[src/rtl/mem_stage_if.sv]
// EX/WB/data-SRAM signal bundle of the MEM stage; master is the stage itself,
// slave is whatever surrounds it (EX, WB and the data SRAM port).
interface mem_stage_if;
    logic        left_valid;
    logic        left_ready;
    logic [31:0] ex_pc;
    logic [31:0] ex_inst;
    logic [31:0] ex_result;
    logic [31:0] ex_wdata;
    logic [3:0]  ex_mem_op;
    logic        ex_wreg_en;
    logic [4:0]  ex_wreg_index;
    logic        ex_is_break;
    logic [10:0] ex_excp_bus;
    logic        flush;
    logic        right_valid;
    logic        right_ready;
    logic [103:0] mem_ctrl_bus;
    logic [10:0] mem_excp_bus;
    logic [37:0] mem_bypass;
    logic        mem_load_pending;
    logic        data_req;
    logic        data_wr;
    logic [1:0]  data_size;
    logic [3:0]  data_wstrb;
    logic [31:0] data_addr;
    logic [31:0] data_wdata;
    logic        data_addr_ok;
    logic [31:0] data_rdata;
    logic        data_data_ok;

    modport master (
        input  left_valid, ex_pc, ex_inst, ex_result, ex_wdata, ex_mem_op, ex_wreg_en,
               ex_wreg_index, ex_is_break, ex_excp_bus, flush, right_ready,
               data_addr_ok, data_rdata, data_data_ok,
        output left_ready, right_valid, mem_ctrl_bus, mem_excp_bus, mem_bypass,
               mem_load_pending, data_req, data_wr, data_size, data_wstrb, data_addr, data_wdata
    );

    modport slave (
        output left_valid, ex_pc, ex_inst, ex_result, ex_wdata, ex_mem_op, ex_wreg_en,
               ex_wreg_index, ex_is_break, ex_excp_bus, flush, right_ready,
               data_addr_ok, data_rdata, data_data_ok,
        input  left_ready, right_valid, mem_ctrl_bus, mem_excp_bus, mem_bypass,
               mem_load_pending, data_req, data_wr, data_size, data_wstrb, data_addr, data_wdata
    );
endinterface

[src/rtl/mem_stage.sv]
// MEM pipeline stage: issues split-transaction SRAM load/store, formats load data, hands off to WB.
// Latency: non-mem op 1 cycle to WB-visible, mem op >= 3 cycles (REQ, WAIT, DONE).
// Backpressure: holds DONE while right_ready=0; MEM_ALE_CHECK_EN adds misalignment exceptions.
module mem_stage #(
    parameter logic [31:0] RESET_PC = 32'h1c000000
) (
    input  logic        clk,
    input  logic        reset,
    mem_stage_if.master bus
);
    typedef enum logic [2:0] {IDLE, REQ, WAIT, DONE, CANCEL} state_t;

    localparam logic [3:0] OP_LD_B  = 4'd1;
    localparam logic [3:0] OP_LD_H  = 4'd2;
    localparam logic [3:0] OP_LD_W  = 4'd3;
    localparam logic [3:0] OP_ST_B  = 4'd4;
    localparam logic [3:0] OP_ST_H  = 4'd5;
    localparam logic [3:0] OP_ST_W  = 4'd6;
    localparam logic [3:0] OP_LD_BU = 4'd7;
    localparam logic [3:0] OP_LD_HU = 4'd8;

    function automatic logic op_is_load(input logic [3:0] op);
        return (op == OP_LD_B) || (op == OP_LD_H) || (op == OP_LD_W) ||
               (op == OP_LD_BU) || (op == OP_LD_HU);
    endfunction

    function automatic logic op_is_store(input logic [3:0] op);
        return (op == OP_ST_B) || (op == OP_ST_H) || (op == OP_ST_W);
    endfunction

    state_t      state_q, state_d;
    logic [31:0] pc_q, inst_q, result_q, wdata_q;
    logic [3:0]  op_q;
    logic        wreg_en_q, is_break_q;
    logic [4:0]  wreg_index_q;
    logic [10:0] excp_q;

    logic        in_store, in_mem, in_misalign, issue, left_ready_int, capture;
    logic [7:0]  rd_byte;
    logic [15:0] rd_half;
    logic [31:0] load_fmt, st_wdata;
    logic [3:0]  st_wstrb;
    logic [1:0]  st_size;

    assign in_store = op_is_store(bus.ex_mem_op);
    assign in_mem   = op_is_load(bus.ex_mem_op) | in_store;

`ifdef MEM_ALE_CHECK_EN
    always_comb begin
        in_misalign = 1'b0;
        case (bus.ex_mem_op)
            OP_LD_H, OP_LD_HU, OP_ST_H: in_misalign = bus.ex_result[0];
            OP_LD_W, OP_ST_W:           in_misalign = |bus.ex_result[1:0];
            default:                    in_misalign = 1'b0;
        endcase
    end
`else
    assign in_misalign = 1'b0;
`endif

    // Excepted or misaligned instructions bypass the SRAM and go straight to DONE.
    assign issue          = in_mem & ~bus.ex_excp_bus[0] & ~in_misalign;
    assign left_ready_int = ~bus.flush & ((state_q == IDLE) | ((state_q == DONE) & bus.right_ready));
    assign capture        = bus.left_valid & left_ready_int;

    always_ff @(posedge clk or negedge reset) begin
        if (!reset) begin
            state_q <= IDLE;
        end else begin
            state_q <= state_d;
        end
    end

    always_comb begin
        state_d = state_q;
        case (state_q)
            IDLE: begin
                if (capture) state_d = issue ? REQ : DONE;
            end
            REQ: begin
                // An accepted request must still be drained even if flushed.
                if (bus.flush)             state_d = bus.data_addr_ok ? CANCEL : IDLE;
                else if (bus.data_addr_ok) state_d = WAIT;
            end
            WAIT: begin
                if (bus.data_data_ok) state_d = bus.flush ? IDLE : DONE;
                else if (bus.flush)   state_d = CANCEL;
            end
            DONE: begin
                if (bus.flush)            state_d = IDLE;
                else if (bus.right_ready) state_d = capture ? (issue ? REQ : DONE) : IDLE;
            end
            CANCEL: begin
                if (bus.data_data_ok) state_d = IDLE;
            end
            default: state_d = IDLE;
        endcase
    end

    always_ff @(posedge clk or negedge reset) begin
        if (!reset) begin
            pc_q         <= RESET_PC;
            inst_q       <= 32'h0;
            result_q     <= 32'h0;
            wdata_q      <= 32'h0;
            op_q         <= 4'h0;
            wreg_en_q    <= 1'b0;
            wreg_index_q <= 5'h0;
            is_break_q   <= 1'b0;
            excp_q       <= 11'h0;
        end else if (capture) begin
            pc_q         <= bus.ex_pc;
            inst_q       <= bus.ex_inst;
            result_q     <= bus.ex_result;
            wdata_q      <= bus.ex_wdata;
            op_q         <= bus.ex_mem_op;
            wreg_en_q    <= bus.ex_wreg_en & ~in_store & ~in_misalign;
            wreg_index_q <= bus.ex_wreg_index;
            is_break_q   <= bus.ex_is_break;
            excp_q       <= {bus.ex_excp_bus[10:1], bus.ex_excp_bus[0] | in_misalign};
        end else if ((state_q == WAIT) && bus.data_data_ok && op_is_load(op_q)) begin
            result_q     <= load_fmt;
        end
    end

    always_comb begin
        rd_byte = bus.data_rdata[7:0];
        case (result_q[1:0])
            2'd1:    rd_byte = bus.data_rdata[15:8];
            2'd2:    rd_byte = bus.data_rdata[23:16];
            2'd3:    rd_byte = bus.data_rdata[31:24];
            default: rd_byte = bus.data_rdata[7:0];
        endcase
        rd_half = result_q[1] ? bus.data_rdata[31:16] : bus.data_rdata[15:0];
        case (op_q)
            OP_LD_B:  load_fmt = {{24{rd_byte[7]}}, rd_byte};
            OP_LD_BU: load_fmt = {24'h0, rd_byte};
            OP_LD_H:  load_fmt = {{16{rd_half[15]}}, rd_half};
            OP_LD_HU: load_fmt = {16'h0, rd_half};
            default:  load_fmt = bus.data_rdata;
        endcase
    end

    always_comb begin
        st_size  = 2'd2;
        st_wstrb = 4'h0;
        st_wdata = 32'h0;
        case (op_q)
            OP_LD_B, OP_LD_BU: st_size = 2'd0;
            OP_LD_H, OP_LD_HU: st_size = 2'd1;
            OP_ST_B: begin
                st_size  = 2'd0;
                st_wstrb = 4'b0001 << result_q[1:0];
                st_wdata = {4{wdata_q[7:0]}};
            end
            OP_ST_H: begin
                st_size  = 2'd1;
                st_wstrb = result_q[1] ? 4'b1100 : 4'b0011;
                st_wdata = {2{wdata_q[15:0]}};
            end
            OP_ST_W: begin
                st_wstrb = 4'hF;
                st_wdata = wdata_q;
            end
            default: st_size = 2'd2;
        endcase
    end

    assign bus.left_ready       = left_ready_int;
    assign bus.right_valid      = (state_q == DONE);
    assign bus.mem_ctrl_bus     = {is_break_q, bus.right_valid, wreg_index_q, wreg_en_q,
                                   inst_q, pc_q, result_q};
    assign bus.mem_excp_bus     = excp_q;
    assign bus.mem_bypass       = {result_q, wreg_index_q, wreg_en_q & (state_q == DONE)};
    assign bus.mem_load_pending = op_is_load(op_q) & ((state_q == REQ) | (state_q == WAIT));

    assign bus.data_req   = (state_q == REQ);
    assign bus.data_wr    = bus.data_req & op_is_store(op_q);
    assign bus.data_size  = bus.data_req ? st_size  : 2'd0;
    assign bus.data_wstrb = bus.data_req ? st_wstrb : 4'h0;
    assign bus.data_addr  = bus.data_req ? result_q : 32'h0;
    assign bus.data_wdata = bus.data_req ? st_wdata : 32'h0;
endmodule

[src/flat_wrapper.sv]
// flat-port wrapper written by rule: the top's interface ports become plain ports
module mem_stage_flat 
#(
    parameter logic [31:0] RESET_PC = 32'h1c000000
)
  (clk, reset, bus_left_valid, bus_ex_pc, bus_ex_inst, bus_ex_result, bus_ex_wdata, bus_ex_mem_op, bus_ex_wreg_en, bus_ex_wreg_index, bus_ex_is_break, bus_ex_excp_bus, bus_flush, bus_right_ready, bus_data_addr_ok, bus_data_rdata, bus_data_data_ok, bus_left_ready, bus_right_valid, bus_mem_ctrl_bus, bus_mem_excp_bus, bus_mem_bypass, bus_mem_load_pending, bus_data_req, bus_data_wr, bus_data_size, bus_data_wstrb, bus_data_addr, bus_data_wdata);
  mem_stage_if bus_i ();
  input  logic clk;
  input  logic reset;
  input wire logic [$bits(bus_i.left_valid)-1:0] bus_left_valid;
  input wire logic [$bits(bus_i.ex_pc)-1:0] bus_ex_pc;
  input wire logic [$bits(bus_i.ex_inst)-1:0] bus_ex_inst;
  input wire logic [$bits(bus_i.ex_result)-1:0] bus_ex_result;
  input wire logic [$bits(bus_i.ex_wdata)-1:0] bus_ex_wdata;
  input wire logic [$bits(bus_i.ex_mem_op)-1:0] bus_ex_mem_op;
  input wire logic [$bits(bus_i.ex_wreg_en)-1:0] bus_ex_wreg_en;
  input wire logic [$bits(bus_i.ex_wreg_index)-1:0] bus_ex_wreg_index;
  input wire logic [$bits(bus_i.ex_is_break)-1:0] bus_ex_is_break;
  input wire logic [$bits(bus_i.ex_excp_bus)-1:0] bus_ex_excp_bus;
  input wire logic [$bits(bus_i.flush)-1:0] bus_flush;
  input wire logic [$bits(bus_i.right_ready)-1:0] bus_right_ready;
  input wire logic [$bits(bus_i.data_addr_ok)-1:0] bus_data_addr_ok;
  input wire logic [$bits(bus_i.data_rdata)-1:0] bus_data_rdata;
  input wire logic [$bits(bus_i.data_data_ok)-1:0] bus_data_data_ok;
  output wire logic [$bits(bus_i.left_ready)-1:0] bus_left_ready;
  output wire logic [$bits(bus_i.right_valid)-1:0] bus_right_valid;
  output wire logic [$bits(bus_i.mem_ctrl_bus)-1:0] bus_mem_ctrl_bus;
  output wire logic [$bits(bus_i.mem_excp_bus)-1:0] bus_mem_excp_bus;
  output wire logic [$bits(bus_i.mem_bypass)-1:0] bus_mem_bypass;
  output wire logic [$bits(bus_i.mem_load_pending)-1:0] bus_mem_load_pending;
  output wire logic [$bits(bus_i.data_req)-1:0] bus_data_req;
  output wire logic [$bits(bus_i.data_wr)-1:0] bus_data_wr;
  output wire logic [$bits(bus_i.data_size)-1:0] bus_data_size;
  output wire logic [$bits(bus_i.data_wstrb)-1:0] bus_data_wstrb;
  output wire logic [$bits(bus_i.data_addr)-1:0] bus_data_addr;
  output wire logic [$bits(bus_i.data_wdata)-1:0] bus_data_wdata;
  assign bus_i.left_valid = bus_left_valid;
  assign bus_i.ex_pc = bus_ex_pc;
  assign bus_i.ex_inst = bus_ex_inst;
  assign bus_i.ex_result = bus_ex_result;
  assign bus_i.ex_wdata = bus_ex_wdata;
  assign bus_i.ex_mem_op = bus_ex_mem_op;
  assign bus_i.ex_wreg_en = bus_ex_wreg_en;
  assign bus_i.ex_wreg_index = bus_ex_wreg_index;
  assign bus_i.ex_is_break = bus_ex_is_break;
  assign bus_i.ex_excp_bus = bus_ex_excp_bus;
  assign bus_i.flush = bus_flush;
  assign bus_i.right_ready = bus_right_ready;
  assign bus_i.data_addr_ok = bus_data_addr_ok;
  assign bus_i.data_rdata = bus_data_rdata;
  assign bus_i.data_data_ok = bus_data_data_ok;
  assign bus_left_ready = bus_i.left_ready;
  assign bus_right_valid = bus_i.right_valid;
  assign bus_mem_ctrl_bus = bus_i.mem_ctrl_bus;
  assign bus_mem_excp_bus = bus_i.mem_excp_bus;
  assign bus_mem_bypass = bus_i.mem_bypass;
  assign bus_mem_load_pending = bus_i.mem_load_pending;
  assign bus_data_req = bus_i.data_req;
  assign bus_data_wr = bus_i.data_wr;
  assign bus_data_size = bus_i.data_size;
  assign bus_data_wstrb = bus_i.data_wstrb;
  assign bus_data_addr = bus_i.data_addr;
  assign bus_data_wdata = bus_i.data_wdata;
  mem_stage #(.RESET_PC(RESET_PC)) u_core (.clk(clk), .reset(reset), .bus(bus_i));
endmodule
[config.mk]
export PLATFORM = sky130hd
export DESIGN_NAME = mem_stage_flat
export DESIGN_NICKNAME = d
export VERILOG_FILES = /design/src/rtl/mem_stage_if.sv /design/src/rtl/mem_stage.sv /design/src/flat_wrapper.sv
export SDC_FILE = /design/constraint.sdc
export NUM_CORES = 1
export LEC_CHECK = 0
export CORE_AREA = 2 2 162 164
export DETAILED_ROUTE_END_ITERATION = 12
export DIE_AREA = 0 0 164 166
export PLACE_DENSITY = 0.69
export SYNTH_ARGS = -nofsm -noshare
export SYNTH_HDL_FRONTEND = slang
export SYNTH_SLANG_ARGS = --single-unit
[constraint.sdc]
create_clock -name clk -period 1.8 [get_ports clk]
set_input_delay 0.36 -clock clk [delete_from_list [all_inputs] [get_ports clk]]
set_output_delay 0.36 -clock clk [all_outputs]
set_load 0.01 [all_outputs]
# After elaboration in Yosys (flattened, before gate mapping)
# Index checks and enable logic that the tools add are counted.
op_classes:
  add_sub_neg: 0
  n_mul: 0
  div: 0
  magnitude_cmp: 0
  eq_ne: 28
  shifts: 1
  muxes: 26
  n_bitwise: 14
  n_reduce_logical: 19
ops:
  columns: ["op", "count"]
  rows:
  - ["$mux 32", 4]
  - ["$pmux 32 s4", 1]
  - ["$pmux 32 s3", 1]
  - ["$eq 4x3->1 const B", 8]
  - ["$mux 3", 10]
  - ["$pmux 8 s3", 1]
  - ["$eq 4x2->1 const B", 4]
  - ["$mux 16", 1]
  - ["$pmux 3 s5", 1]
  - ["$logic_or 1x1->1", 12]
  - ["$pmux 4 s3", 1]
  - ["$ne 3x3->1 const B", 3]
  - ["$and 1x1->1", 8]
  - ["$eq 4x1->1 const B", 2]
  - ["$eq 4x4->1 const B", 2]
  - ["$mux 4", 2]
  - ["$eq 3x2->1 const B", 2]
  - ["$mux 2", 3]
  - ["$reduce_or 3->1", 2]
  - ["$reduce_and 5->1", 1]
  - ["$eq 2x2->1 const B", 2]
  - ["$pmux 2 s2", 1]
  - ["$shl 1x2->4 const A", 1]
  - ["$eq 3x1->1 const B", 1]
  - ["other kinds (9)", 14]
word_totals:
  ff_bits: 153
  latch_bits: 0
  ram_bits: 0
  romBits: 0
  inputBits: 189
  output_inout_bits: 228
  wordCells: 98
  mem_count: 0

# Logic depth before layout (Yosys ltp)
# Gate-level depths: netlist of the first run.
logic_depth:
  ltp_word: 12
  mapped_depth: 8

# Worst setup path before layout of the first run
# OpenSTA, ideal clock, no wires.
synth_timing:
  kind: "register to output"
  startpoint: "reg u_core.state_q[0]"
  endpoint: "out bus_data_wdata[2]"
  arrival_ns: 1.580
  required_time_ns: 1.440
  slack_ns: -0.140
  path_stages_with_launch: 8
  cell_sequence: "dfrtp_1 buf_2 inv_2 nor3_4 nand2_1 a21oi_1 buf_2 and2_1"
synth_between:
  elab_chain_cells: 2
synth_lines:
  columns: ["item", "line_no", "source"]
  rows:
  - ["start, declared", "mem_stage.sv:31", "state_t state_q, state_d;"]
  - ["start signal, assigned", "mem_stage.sv:70", "state_q <= state_d;"]
  - ["$eq 3x1->1", "mem_stage.sv:177", "assign bus.data_req = (state_q == REQ);"]
  - ["$mux 32", "mem_stage.sv:182", "assign bus.data_wdata = bus.data_req ? st_wdata : 32'h0;"]
  - ["end, declared", "flat_wrapper.sv:36", "output wire logic [$bits(bus_i.data_wdata)-1:0] bus_data_wdata;"]
# No other way between the ends.

# Worst setup path after layout of the first run
layout_timing:
  startpoint: "reg u_core.state_q[2]"
  endpoint: "out bus_data_wdata[0]"
# The elaborated chain is that of the path after synthesis.

==> impl_metrics.ini, run 1 <==
[die]
num_io_pins = 417
die_w_um = 164
row_count = 59
core_area_sq_um = 25600
die_h_um = 166
die_area_sq_um = 27200
initial_core_util = 0.313

[grt]
grt_pass1_vias = 9481
track_usage = 0.272
antenna_found_initial = 1
grt_max_degree = 68
grt_pass1_wl_um = 56300
overflow = 0

[timing]
drv_slew = 0
slew-limit-headroom = 0.668
hold_ws_ns = 0.406
rsz0062_at_grt = yes
clock_skew_ns = 0.0179
finalHoldViolCount = 0
setup_viol = 222
finalCritPeriodShare = 1.25
layout_setup_ws_ns = -0.452
max_clock_freq_mhz = 444
fin_crit_ns = 2.25
worstMarginPinSlew_ns = 0.497
setup-tns-final_ns = -48.38

[run_status]
outcome = finished with violations
violations = setup timing

[routing]
drt_iter0_markers = 769
vias = 9663
post-route-drc-count = 0
vias_per_cell = 5.13
first_pass_iters = 7
drt-wirelength-per-cell_um = 21.8
ant_nets = 0
drt-total-wl_um = 41000

[layout]
mostFrequentLayoutCell = clkdlybuf4s50_1
synthToLayoutAreaGrowth_pct = 112
final_nets = 1725
final_util = 0.663
seqCellArea_sq_um = 3850
nFillCells = 1888
final_layout_size_suffix_gt1_frac = 0.450
mostFrequentLayoutCells = 298 x clkdlybuf4s50_1, 233 x nand2_1, 137 x dfrtp_1
multi_input_comb_area_sq_um = 4870

[clock_network]
clk_latency_ns = 0.43
ctsHtreeMaxLevel = 4
numCtsBuffers = 17
root_buffer = clkbuf_16
cts_tree = done
cts_buffer_depth = 2
clk_pin_slew_ns = 0.08
cts_sinks = 153

[job]
drv_cap = 0

[logic_synthesis]
yosys-top-cells-area = dfrtp_1 47%, nand2_1 19%, buf_4 4.1%
synthesis.instances = 957
synth.distinct_cells = 54
syn_area_sq_um = 8010
synth_top_area_share = 0.468
yosysSeqAreaShare = 0.478
yosysWarningCount = 0
yosys.area.top_type = dfrtp_1
synth.avg_cell_area_sq_um = 8.37
synth_nets = 1146
ys_ff_latch = 153

[worst_setup_path]
crit_required_ns = 1.44
crit_arrival_ns = 1.89
cp_max_fo = 5
crit_path_start_kind = register
cp-end-kind = output pin
worst-setup-path-type = register to output pin

[placed_design]
portBuffers = 416
place.gp.congestion = 0.895
place_ws_ns = -0.533
post-dp-hpwl_um = 23700

[pwr]
cellPowerDensity_nw_per_um2 = 1700
p_leak_uw = 0.00821
p_total_uw = 28800
ir_drop_uv = 872

[hold_path]
hold_class = primary input to asynchronous set/reset pin
power breakdown:
group / internal (uW) / switching [uW] / total [uW] / leakage [uW]
Combinational: 10100 / 8670 / 18800 / 0.00602
Sequential: 5050 / 1330 / 6380 / 0.00190
Clock: 1900 / 1740 / 3640 / 0.000288
Total: 17100 / 11700 / 28800 / 0.00821
path summary, 6_finish.rpt:
check	start	endpoint	slack [ns]	cells after the start
max	u_core.state_q[2]	bus_data_wdata[0]	-0.45	8
min	reset	u_core.result_q[10]	0.41	2
max reg2reg	u_core.state_q[1]	u_core.result_q[6]	-0.29	10
min reg2reg	u_core.pc_q[27]	u_core.pc_q[27]	0.46	2
max in group asynchronous	reset	u_core.result_q[31]	0.72	3
min in group clk	u_core.pc_q[27]	u_core.pc_q[27]	0.46	2
critical path, stage by stage, from the launching register on:
cell	delay, ns
dfrtp_1	0.42
nor3_4	0.18
buf_6	0.15
nand2_8	0.06
a21oi_4	0.13
buf_6	0.14
buf_6	0.12
and2_4	0.16
buf_6	0.10
repair_timing:
action                     CTS  global route
pin swaps                  169            71
cloned                      28            13
resized for setup          659           272
hold buffers                 1             0
buffers inserted            57            53
hold endpoints to repair    30             0
setup endpoints to repair  255           270
cells in the mapped netlist (all sizes together):
| library cell | number |
|---|---|
| a22oi | 1 |
| o31a | 1 |
| a221o | 8 |
| o22ai | 1 |
| o211a | 1 |
| a21bo | 1 |
| and3 | 4 |
| xnor2 | 2 |
| a21oi | 55 |
| inv | 4 |
| a311oi | 1 |
| mux4 | 7 |
| and3b | 1 |
| a222oi | 1 |
| o211ai | 1 |
| dfstp | 3 |
| nand4 | 1 |
| a31oi | 1 |
| o21a | 6 |
| buf | 82 |
| dfrtp | 150 |
| and2 | 41 |
| nand3 | 2 |
| or2 | 9 |
| nor3b | 4 |
| a21o | 1 |
| nand2b | 2 |
| nor3 | 5 |
| nand2 | 404 |
| nor4 | 1 |
| nor2b | 14 |
| o21ai | 70 |
| a211oi | 3 |
| nor2 | 18 |
| nor4b | 1 |
| mux2 | 4 |
| a41oi | 1 |
| clkbuf | 22 |
| mux2i | 9 |
| xor2 | 4 |
| nand3b | 1 |
| a221oi | 9 |
final cells by class:
cell class / count / share of cell area
clock inverter: 14 / 0.00907
sequential: 153 / 0.227
inverter: 4 / 0.000884
clock buffer: 18 / 0.0259
tap: 335 / 0.0247
timing repair buffer: 664 / 0.426
antenna: 1 / 0.000147
multi-input combinational: 696 / 0.287
metrics by stage:
step / cell area [sq um] / std cells
final: 17000 / 1885
after global placement: 13100 / 1727
after detailed placement: 13100 / 1727
after global routing: 17000 / 1884
after floorplan: 8040 / 957
after CTS: 15600 / 1839
kinds of logic after synthesis:
logic type,Yosys count,share of synthesized area
simple gates,508,0.271
flops,153,0.478
compound gates,162,0.129
xor+xnor,6,0.00656
buf+inv,108,0.0792
mux,20,0.0365
per-layer routing:
metal	track usage	share of wire	up-vias
met2	0.452	0.48	571
li1	-	-	4255
met3	0.0929	0.10	152
met5	0	0	-
met4	0.168	0.063	0
met1	0.296	0.35	4685
state kept, by name, summed over array words and instances (netlist names):
name	cells
u_core.op_q	4
u_core.wreg_en_q	1
u_core.is_break_q	1
u_core.wdata_q	32
u_core.bus.mem_excp_bus	11
u_core.result_q	32
u_core.wreg_index_q	5
u_core.state_q	3
u_core.pc_q	32
u_core.inst_q	32
(Power assumes the default switching activity.)
==> run 2: changes to the inputs <==
--- a/config.mk
+++ b/config.mk
@@ -9,6 +9,7 @@
 export DETAILED_ROUTE_END_ITERATION = 12
 export DIE_AREA = 0 0 164 166
 export PLACE_DENSITY = 0.69
+export SKIP_LAST_GASP = 1
 export SYNTH_ARGS = -nofsm -noshare
 export SYNTH_HDL_FRONTEND = slang
 export SYNTH_SLANG_ARGS = --single-unit
==> run 2 against run 1 <==
Combinational power barely moved. Worst hold slack improved by 0.010 ns. Sequential share of layout area barely moved. The run still ends with setup timing left. Wire length rose by 1.5%. Fmax barely moved.
==> impl_metrics.ini, run 2 (same netlist as run 1, synthesis figures left out) <==
[layout]
seqCellArea_sq_um = 3850
instances_no_fill = 1883
synthToLayoutAreaGrowth_pct = 112
final_util = 0.664
multi_input_comb_area_sq_um = 4860
nFillCells = 1907
final_nets = 1724
mostFrequentLayoutCells = 300 x clkdlybuf4s50_1, 203 x nand2_1, 151 x nand2_2
mostFrequentLayoutCell = clkdlybuf4s50_1
final_layout_size_suffix_gt1_frac = 0.459
insertedDiodeCount = 0

[worst_setup_path]
crit_arrival_ns = 1.89
path_cells = nor3_4 > buf_6 > nand2_8 > a21oi_4 > buf_6 > buf_6 > and2_4 > buf_6
slowest_delay_ns = 0.42
crit_path_start_kind = register
crit_required_ns = 1.44
worst-setup-path-type = register to output pin
cp_common_cell = buf_6
cp-end-kind = output pin
cp_slowest_cell = dfrtp_1
cp_max_fo = 5

[clock_network]
root_buffer = clkbuf_16
cts_tree = done
cts_sinks = 153
numCtsBuffers = 17
ctsHtreeMaxLevel = 4
cts_buffer_depth = 2
clk_latency_ns = 0.43
clk_pin_slew_ns = 0.08

[die]
initial_core_util = 0.313
core_area_sq_um = 25600
die_h_um = 166
row_count = 59
die_w_um = 164
die_area_sq_um = 27200
num_io_pins = 417

[routing]
drt-wirelength-per-cell_um = 22.1
ant_nets = 0
first_pass_iters = 7
post-route-drc-count = 0
drt-total-wl_um = 41700
vias = 9640
vias_per_cell = 5.12
drt_iter0_markers = 746

[placed_design]
post-place-cells = 1727
portBuffers = 416
place.gp.congestion = 0.895
post-dp-hpwl_um = 23700

[hold_path]
hold_class = primary input to asynchronous set/reset pin

[pwr]
swShare = 0.408
cellPowerDensity_nw_per_um2 = 1710
p_total_uw = 29100
power_switching_uw = 11900
intPower_uw = 17200
clock_power_share = 0.126
p_comb_frac = 0.652
seqPwrFrac = 0.222
p_leak_uw = 0.00812
ir_drop_uv = 1110

[timing]
fin_crit_ns = 2.25
setup_viol = 227
rsz0062_at_grt = yes
layout_setup_ws_ns = -0.453
max_clock_freq_mhz = 444
clock_skew_ns = 0.0206
hold_ws_ns = 0.416
setup-tns-final_ns = -70.60
drv_slew = 0
slew-limit-headroom = 0.699
worstMarginPinSlew_ns = 0.450
finalCritPeriodShare = 1.25
finalHoldViolCount = 0

[grt]
antenna_found_initial = 0
track_usage = 0.273
grt_pass1_wl_um = 56500
grt_pass1_vias = 9537
grt_max_degree = 68
overflow = 0

[run_status]
outcome = finished with violations
violations = setup timing

[job]
drv_cap = 0
-- run 2: worst paths after layout --
path | start | end | slack, ns | cells past startpoint
min in group clk | bus_ex_inst[15] | u_core.inst_q[15] | 0.45 | 3
max | u_core.state_q[2] | bus_data_wdata[0] | -0.45 | 8
min | reset | u_core.result_q[10] | 0.42 | 2
min reg2reg | u_core.pc_q[27] | u_core.pc_q[27] | 0.46 | 2
max in group asynchronous | reset | u_core.result_q[13] | 0.72 | 3
max reg2reg | u_core.state_q[1] | u_core.result_q[18] | -0.42 | 14
-- run 2: area by class of cell --
class | instances | area share
repair buffers | 663 | 0.428
multi-input cells | 696 | 0.285
flip-flops and latches | 153 | 0.226
clock buffers | 18 | 0.0258
well taps | 335 | 0.0246
clock inverters | 14 | 0.00904
inverters | 4 | 0.000882
-- run 2: critical path: cells and delay by family, from the launching register on --
kind	cells	cell delay, ns
AOI/OAI and AO/OA	1	0.13
DFF	1	0.42
buffers and inverters	4	0.52
and+or+nand+nor	3	0.38
-- run 2: layer usage --
layer	up-vias	global-route usage	routed length [um]	part of all wire
li1	4248	-	-	-
met1	4603	0.294	14500	0.35
met2	641	0.461	19900	0.48
met3	148	0.0927	4490	0.11
met4	0	0.159	2820	0.068
met5	-	0	0	0
-- run 2: timing repair --
action | CTS | global route
endpoints found under the setup margin | 255 | 268
cloned | 28 | 14
resized for setup | 635 | 296
hold buffers | 1 | 0
setup buffers | 57 | 50
pin swaps | 162 | 122
hold endpoints to repair | 30 | 0
-- run 2: metrics by stage --
step                      setup slack [ns]  area [sq um]
after floorplan                    0.00748          8040
after global placement              -0.514         13100
after detailed placement            -0.533         13100
after CTS                           -0.427         15600
after global routing                -0.551         17000
final                               -0.453         17000
-- run 2: power groups by stage --
stage | Clock (uW) | Combinational, uW | Sequential [uW]
after global placement | 0 | 12600 | 6270
after CTS | 3710 | 16200 | 6290
after detailed placement | 0 | 12800 | 6290
final | 3660 | 19000 | 6450
after floorplan | 0 | 5820 | 6490
after global routing | 3900 | 20000 | 6630
